===== src/rtl/audio_align_pkg.sv =====
// audio_align_pkg: shared FSM state encoding and counter limits for the sample aligner
package audio_align_pkg;
  typedef enum logic [1:0] {SYNC = 2'd0, ARM = 2'd1, RUN = 2'd2} state_t;
  localparam logic [7:0] OVF_MAX = 8'hFF;
endpackage


===== src/rtl/sample_fifo.sv =====
// sample_fifo: first-word-fall-through FIFO with wrap-bit pointers and synchronous flush
module sample_fifo #(
  parameter int DATA_W = 16,
  parameter int DEPTH  = 8
) (
  input  logic              clk,
  input  logic              rst_n,
  input  logic              wr_en,
  input  logic [DATA_W-1:0] wr_data,
  input  logic              rd_en,
  input  logic              flush,
  output logic [DATA_W-1:0] rd_data,
  output logic              full,
  output logic              empty
);
  localparam int AW = $clog2(DEPTH);
  logic [DATA_W-1:0] mem [DEPTH];
  logic [AW:0] wp, rp;
  logic do_rd, do_wr;
  assign empty   = wp == rp;
  assign full    = (wp[AW] != rp[AW]) && (wp[AW-1:0] == rp[AW-1:0]);
  assign rd_data = mem[rp[AW-1:0]];
  assign do_rd   = rd_en && !empty;
  // a full FIFO may still accept a write when its head leaves in the same cycle
  assign do_wr   = wr_en && (!full || do_rd);
  always_ff @(posedge clk or negedge rst_n)
    if (!rst_n) begin
      wp <= '0;
      rp <= '0;
    end else if (flush) begin
      wp <= '0;
      rp <= '0;
    end else begin
      wp <= wp + (AW+1)'(do_wr);
      rp <= rp + (AW+1)'(do_rd);
    end
  always_ff @(posedge clk)
    if (do_wr && !flush) mem[wp[AW-1:0]] <= wr_data;
endmodule


===== src/rtl/dual_sample_aligner.sv =====
// dual_sample_aligner: pairs skewed ref/mic sample streams into aligned valid/ready pairs
module dual_sample_aligner
  import audio_align_pkg::*;
#(
  parameter int DATA_W   = 16,
  parameter int DEPTH    = 8,
  parameter int SKEW_MAX = 64
) (
  input  logic              clk,
  input  logic              rst_n,
  input  logic [DATA_W-1:0] ref_data,
  input  logic              ref_wren,
  input  logic [DATA_W-1:0] mic_data,
  input  logic              mic_wren,
  input  logic              pair_ready,
  output logic              pair_valid,
  output logic [DATA_W-1:0] pair_ref,
  output logic [DATA_W-1:0] pair_mic,
  output logic              locked,
  output logic [7:0]        ovf_cnt
);
  localparam int SW = $clog2(SKEW_MAX);
  state_t state, state_n;
  logic [SW-1:0] skew_cnt;
  logic act, in_sync, in_arm, ref_we, mic_we, timeout, ovf, flush, pop;
  logic ref_full, ref_empty, mic_full, mic_empty;
  logic [DATA_W-1:0] ref_head, mic_head;
  sample_fifo #(.DATA_W(DATA_W), .DEPTH(DEPTH)) u_ref (
    .clk(clk), .rst_n(rst_n), .wr_en(ref_we), .wr_data(ref_data), .rd_en(pop),
    .flush(flush), .rd_data(ref_head), .full(ref_full), .empty(ref_empty));
  sample_fifo #(.DATA_W(DATA_W), .DEPTH(DEPTH)) u_mic (
    .clk(clk), .rst_n(rst_n), .wr_en(mic_we), .wr_data(mic_data), .rd_en(pop),
    .flush(flush), .rd_data(mic_head), .full(mic_full), .empty(mic_empty));
  assign locked = state == RUN;
  assign pop    = !ref_empty && !mic_empty && (!pair_valid || pair_ready);
  // act stays low for the first edge after reset release so strobes there are ignored
  always_comb begin
    in_sync = state == SYNC;
    in_arm  = state == ARM;
    ref_we  = act && ref_wren;
    mic_we  = act && mic_wren && (!in_sync || ref_wren);
    timeout = in_arm && !mic_we && skew_cnt == SW'(SKEW_MAX-1);
    ovf     = !in_sync && !pop && ((ref_we && ref_full) || (mic_we && mic_full));
    flush   = ovf || timeout;
    state_n = flush ? SYNC :
              in_sync ? (ref_we ? (mic_we ? RUN : ARM) : SYNC) :
              (in_arm && mic_we) ? RUN : state;
  end
  always_ff @(posedge clk or negedge rst_n)
    if (!rst_n) begin
      act        <= 1'b0;
      state      <= SYNC;
      skew_cnt   <= '0;
      ovf_cnt    <= '0;
      pair_valid <= 1'b0;
      pair_ref   <= '0;
      pair_mic   <= '0;
    end else begin
      act      <= 1'b1;
      state    <= state_n;
      skew_cnt <= in_arm ? skew_cnt + 1'b1 : '0;
      ovf_cnt  <= (ovf && ovf_cnt != OVF_MAX) ? ovf_cnt + 8'd1 : ovf_cnt;
      if (pop) begin
        pair_valid <= 1'b1;
        pair_ref   <= ref_head;
        pair_mic   <= mic_head;
      end else if (pair_ready) pair_valid <= 1'b0;
    end
endmodule


===== config.mk =====
export PLATFORM = sky130hd
export DESIGN_NAME = dual_sample_aligner
export DESIGN_NICKNAME = d
export VERILOG_FILES = /design/src/rtl/audio_align_pkg.sv /design/src/rtl/sample_fifo.sv /design/src/rtl/dual_sample_aligner.sv
export SDC_FILE = /design/constraint.sdc
export NUM_CORES = 1
export LEC_CHECK = 0
export CORE_ASPECT_RATIO = 1.1
export CORE_MARGIN = 1
export CORE_UTILIZATION = 41
export CTS_BUF_LIST = sky130_fd_sc_hd__clkbuf_8
export CTS_CLUSTER_DIAMETER = 50
export CTS_CLUSTER_SIZE = 12
export DETAILED_ROUTE_END_ITERATION = 10
export GPL_TIMING_DRIVEN = 1
export PLACE_DENSITY_LB_ADDON = 0.08
export SYNTH_ARGS = -nofsm -noshare
export SYNTH_HDL_FRONTEND = slang
export SYNTH_SLANG_ARGS = --single-unit

===== constraint.sdc =====
create_clock -name clk -period 8.84 [get_ports clk]
set_clock_uncertainty 0.1 [all_clocks]
set_input_delay 2.21 -clock clk [delete_from_list [all_inputs] [get_ports clk]]
set_output_delay 2.21 -clock clk [all_outputs]
set_load 0.05 [all_outputs]

==> results of run 1 <==
-- worst max-delay path by stage --
stage                          start          endpoint  slack (ps)  cells past startpoint
after floorplan           pair_ready   u_ref.mem[2][0]        3770                      6
after global placement    pair_ready  u_ref.mem[4][11]        3660                      8
after detailed placement    ref_wren   u_ref.mem[4][3]        3610                      8
after CTS                   ref_wren   u_ref.mem[4][0]        4210                      8
after global routing      pair_ready   u_ref.mem[4][2]        4120                      8
final                     pair_ready   u_ref.mem[4][4]        4210                      8
-- placed cells by master (no fill, tap or decap), types with 10 or more instances in the layout --
master	Yosys	final
dfrtp_1	66	64
and3_1	10	10
ha_1	10	10
nand3_1	10	10
edfxtp_1	256	256
a21oi_1	32	32
mux2i_1	32	32
buf_4	2	23
inv_1	3	19
nor2_1	63	63
clkdlybuf4s50_1	0	77
clkbuf_8	0	38
mux4_2	64	64
xnor2_1	15	15
-- power by group through the flow --
stage	logic [mW]	registers (mW)	clock network [mW]
finish	1.63	1.99	1.04
global placement	1.65	2.01	0
floorplan	0.948	2.25	0
global route	1.77	2.01	1.14
CTS	1.67	1.99	1.08
detailed placement	1.67	2.02	0
-- through the flow --
| stage | cell area [sq um] | setup slack, ps | cells |
|---|---|---|---|
| final | 14600 | 4210 | 1203 |
| after global routing | 14600 | 4120 | 1202 |
| after CTS | 14600 | 4210 | 1202 |
| after detailed placement | 13900 | 3610 | 1137 |
| after global placement | 13900 | 3660 | 1137 |
| after floorplan | 12500 | 3770 | 661 |
-- layout make-up --
type	instances	share of cell area, %
repair buffers	100	6.44
diodes	1	0.0171
clock buffers	38	3.57
clock inverters	27	1.61
inverters	3	0.0769
flip-flops and latches	322	63.8
well taps	408	3.48
multi-input cells	304	21.0
-- routing by layer --
metal	routed length, microns	vias up	GRT usage (%)
met5	0	-	0
met4	502	0	4.76
met2	12500	130	28.7
met1	10800	3197	21.1
li1	-	2809	-
met3	906	41	3.12
-- flip-flops by register name, summed over array words and instances (netlist names) --
signal and count:
act 1, u_mic.mem 128, u_ref.mem 128, state 2
u_mic.wp 4, pair_ref 16, pair_mic 16, u_ref.wp 4
u_ref.rp 4, skew_cnt 6, u_mic.rp 4, ovf_cnt 8
pair_valid 1
-- synthesized netlist by cell type (2+ instances only) --
cell / n / area (sq um)
edfxtp_1: 256 / 7690
dfrtp_1: 66 / 1650
mux4_2: 64 / 1440
nor2_1: 63 / 236
a21oi_1: 32 / 160
mux2i_1: 32 / 320
buf_2: 18 / 90.1
xnor2_1: 15 / 131
and3_1: 10 / 62.6
ha_1: 10 / 125
nand3_1: 10 / 50.1
nand2_1: 9 / 33.8
xor2_1: 9 / 78.8
clkbuf_1: 8 / 30.0
nand2b_1: 6 / 37.5
nand4_1: 6 / 37.5
nor4_1: 6 / 37.5
nor3_1: 4 / 20.0
inv_1: 3 / 11.3
xnor2_2: 3 / 48.8
buf_1: 2 / 7.51
buf_4: 2 / 15.0
buf_6: 2 / 22.5
nor2b_1: 2 / 12.5
o21ai_0: 2 / 10.0
or3_1: 2 / 12.5
-- cells by family (layout without fill, tap and decap cells) --
| logic type | count (synthesis) | in the layout | share of synthesized area (%) |
|---|---|---|---|
| muxes | 97 | 97 | 14.1 |
| DFF | 322 | 322 | 74.5 |
| AOI/OAI and AO/OA | 40 | 40 | 1.74 |
| adders and majority gates | 10 | 10 | 0.998 |
| and+or+nand+nor | 129 | 129 | 5.14 |
| buffers and inverters | 35 | 168 | 1.41 |
| xor gates and xnor gates | 27 | 27 | 2.07 |
| other | 1 | 2 | 0.0299 |
-- worst register-to-register path: cells and delay by family (launching register included) --
kind	cells	cell delay, ps
xor+xnor	1	150
simple gates	4	1460
buf+inv	2	900
flops	1	350
compound gates	1	260
==> qor.txt, run 1 <==
RSZ-0062 raised after global routing - false
I/O pins - 79
P_sw - 1.59 mW
Port Buffer Count - 78
Die height - 185 microns
Gr ovfl total - 0
Synth Instances - 661
Pwr Density - 318 mW/mm^2
Fin crit share - 52.4%
Final setup fails - 0
Peak VDD IR - 0.212 mV
Post-CTS setup-driven buffer insertion count - 0
DR DRC count - 0
Slowest-stage cell, CP - nor4_2
Buffers plus inverters on the worst setup path - 2
DR iter-0 viols - 275
CTS tree - built
Mean Syn Cell Area - 19.0 sq um
CTS clock-pin slew for the worst setup and hold paths - 80 ps
WHS Endpoint - skew_cnt[0]
Clock Path Buffers - 3
Post-detail-place hpwl - 14.3 mm
First-pass GRT wire length - 38.2 mm
Die ar. - 0.0313 sq mm
Vias/cell - 5.13
Final setup TNS - 0 ps
Starting density of the core - 42.1%
Hold Path Stages - 1
Gate power share - 34.9%
Main flop type after synthesis - edfxtp_1
FF-to-FF path depth - 8
HP Class - reg -> reg
Fmax - 0.216 GHz
Final WL - 24.6 mm
Synth cell types - 45
DR WL/cell - 20.5 microns
Worst hold margin - 363 ps
Status - finished clean
Routability cong. - 0.750
Clock group share of total power - 22.4%
First-pass DRT Iterations - 7
Routed vias - 6177
Crit path max-delay family - simple AND/OR/NAND/NOR gates
Layout cells sized above 1 - 19.9%
Yosys reg bits - 322
Placement Rows - 66
CTS Hold Bufs - 0
Static Leakage - 5.03 nW
Initial antenna violation count - 0
Fill cells - 2493
Largest net degree at the start of global routing - 67
Post-DRT Antenna Nets - 0
Vias in the first global route - 6538
Min-delay src - skew_cnt[0]
Fin util - 49.1%
CP max stage delay - 870 ps
Final #Nets - 814
Slew HR - 34.4%
CP endpoint kind - register
Mapped cell area - 0.0125 sq mm
Post-synthesis sequential area ratio - 74.5%
Max_cap viols - 0
Overall power - 4.66 mW
YS warnings - 0
CP required - 8980 ps
Die X - 169 microns
Area growth from synthesis to layout - 16.8%
Gr usage total - 16.5%
Reg2Reg Capture Point - u_ref.mem[4][4]
Htree depth - 2
Post-cts resize count - 0
Num CTS Buffers - 36
Reg-to-reg startpoint - u_mic.rp[0]
Multi-input logic area - 0.00308 sq mm
Sequential power share - 42.7%
Max-slew violation count - 0
Core region area - 0.0298 sq mm
Critical path, cell by cell - clkdlybuf4s50_1, nor2b_1, a41oi_1, and2_2, or2_4, nand2_4, nor4_2, buf_4
Post-synth EDFFs - 256
Switching Fraction - 34.2%
Hold Vio Cnt, Final - 0
Int Power - 3.06 mW
R2r setup slk - 5340 ps
Syn Nets - 708
Clk_lat worst skew - 540 ps
Async SR Flop Fraction - 20.5%
CP Max Fanout - 18
Fin crit period - 4630 ps
Kind of critical path - in -> reg
CP Launch Type - input pin
Reg area - 0.00934 sq mm
Worst slew pin tran - 980 ps
Clock sink count - 322
Clock root buffer - clkbuf_8
Worst Path Arrival - 4770 ps
No activity file was read; power rests on OpenSTA's default activity.
==> run 2: changes to the inputs <==
clock period = 4.6 ns   (was 8.84 ns; I/O delays follow)
==> qor.txt, run 2 (same netlist as run 1, synthesis figures left out) <==
Vias/cell - 5.06
Worst Path Arrival - 1910 ps
Gr ovfl total - 0
RSZ-0062 raised after global routing - false
Clock root buffer - clkbuf_8
N_diodes - 0
Worst slew pin tran - 897 ps
Kind of critical path - reg -> out
Largest net degree at the start of global routing - 67
Most frequent cells in the layout - edfxtp_1 (256), clkdlybuf4s50_1 (77), mux4_2 (64), dfrtp_1 (64), nor2_1 (63)
Peak VDD IR - 0.340 mV
Sequential power share - 43.6%
Placement Rows - 66
P_sw - 3.05 mW
Status - finished clean
Slew HR - 39.6%
Clk_lat worst skew - 540 ps
Routability cong. - 0.765
Routed vias - 6092
Static Leakage - 4.99 nW
CP required - 3350 ps
Final #Nets - 817
Fin crit period - 3160 ps
Overall power - 8.76 mW
First-pass GRT wire length - 37.8 mm
Htree depth - 2
Met1 usage - 20.4%
Layout cells sized above 1 - 20.2%
CTS clock-pin slew for the worst setup and hold paths - 80 ps
Pwr Density - 600 mW/mm^2
Finished Layout Cells - 1205
Die ar. - 0.0313 sq mm
CTS tree - built
Clock group share of total power - 20.9%
HP Class - reg -> reg
Post-CTS setup-driven buffer insertion count - 0
Die X - 169 microns
Max_cap viols - 0
CTS Hold Bufs - 0
Clock Path Buffers - 3
Hold Vio Cnt, Final - 0
DR WL/cell - 20.2 microns
Fin util - 48.9%
Post-cts resize count - 0
Num CTS Buffers - 36
Met3 Resource Use GR - 2.44%
Area after DPL - 0.0139 sq mm
Core region area - 0.0298 sq mm
DR iter-0 viols - 389
Gr usage total - 16.3%
I/O pins - 79
CP Launch Type - register
Worst setup margin - 1440 ps
CP endpoint kind - output port
Gate power share - 35.5%
Worst hold margin - 366 ps
Final WL - 24.3 mm
Int Power - 5.71 mW
Port Buffer Count - 78
DR DRC count - 0
Post-DRT Antenna Nets - 0
Final setup fails - 0
Switching Fraction - 34.8%
Area growth from synthesis to layout - 16.3%
Vias in the first global route - 6703
CP Max Fanout - 7
Max-slew violation count - 0
Placed cells - 1140
Commonest non-fill, non-tap cell in the layout - edfxtp_1
Clock sink count - 322
Starting density of the core - 42.1%
DP Worst Slack - 867 ps
Fin crit share - 68.7%
Final setup TNS - 0 ps
Global route hottest layer - met2
Routing usage on met2 - 28.9%
First-pass DRT Iterations - 4
Cell area after layout - 0.0146 sq mm
Initial antenna violation count - 0
Fmax - 0.316 GHz
Die height - 185 microns
Post-detail-place hpwl - 14.1 mm
## run 2: critical path: stages, from the launching register on
cell and delay, ps:
dfrtp_1 430, nor2b_1 150, clkdlybuf4s50_1 810
## run 2: worst paths after layout
path	end	from	slack (ps)	cells after the start
worst max-delay path	locked	state[1]	1440	2
worst min register to register	skew_cnt[0]	skew_cnt[0]	370	1
worst min-delay path	skew_cnt[0]	skew_cnt[0]	370	1
min in group asynchronous	pair_ref[11]	rst_n	520	1
worst max register to register	u_ref.mem[5][0]	u_mic.rp[1]	1640	9
max in group asynchronous	pair_mic[11]	rst_n	3060	2
## run 2: cell type report
type	instances	area [sq um]
fillers	2538	15200
clock inverters	28	171
flip-flops and latches	322	9340
clock buffers	37	509
well taps	408	510
inverters	3	11.3
multi-input cells	304	3080
repair buffers	103	966
## run 2: per-layer routing
layer,wire (microns),up-vias
met5,0,-
met4,497,0
met3,877,36
met2,12400,119
met1,10500,3129
li1,-,2808
## run 2: power by group through the flow
stage	Sequential (mW)	Clock (mW)	Combinational (mW)
global placement	3.87	0	3.16
global route	3.87	2.00	3.40
finish	3.82	1.83	3.11
floorplan	4.33	0	1.82
CTS	3.82	1.90	3.20
detailed placement	3.89	0	3.19
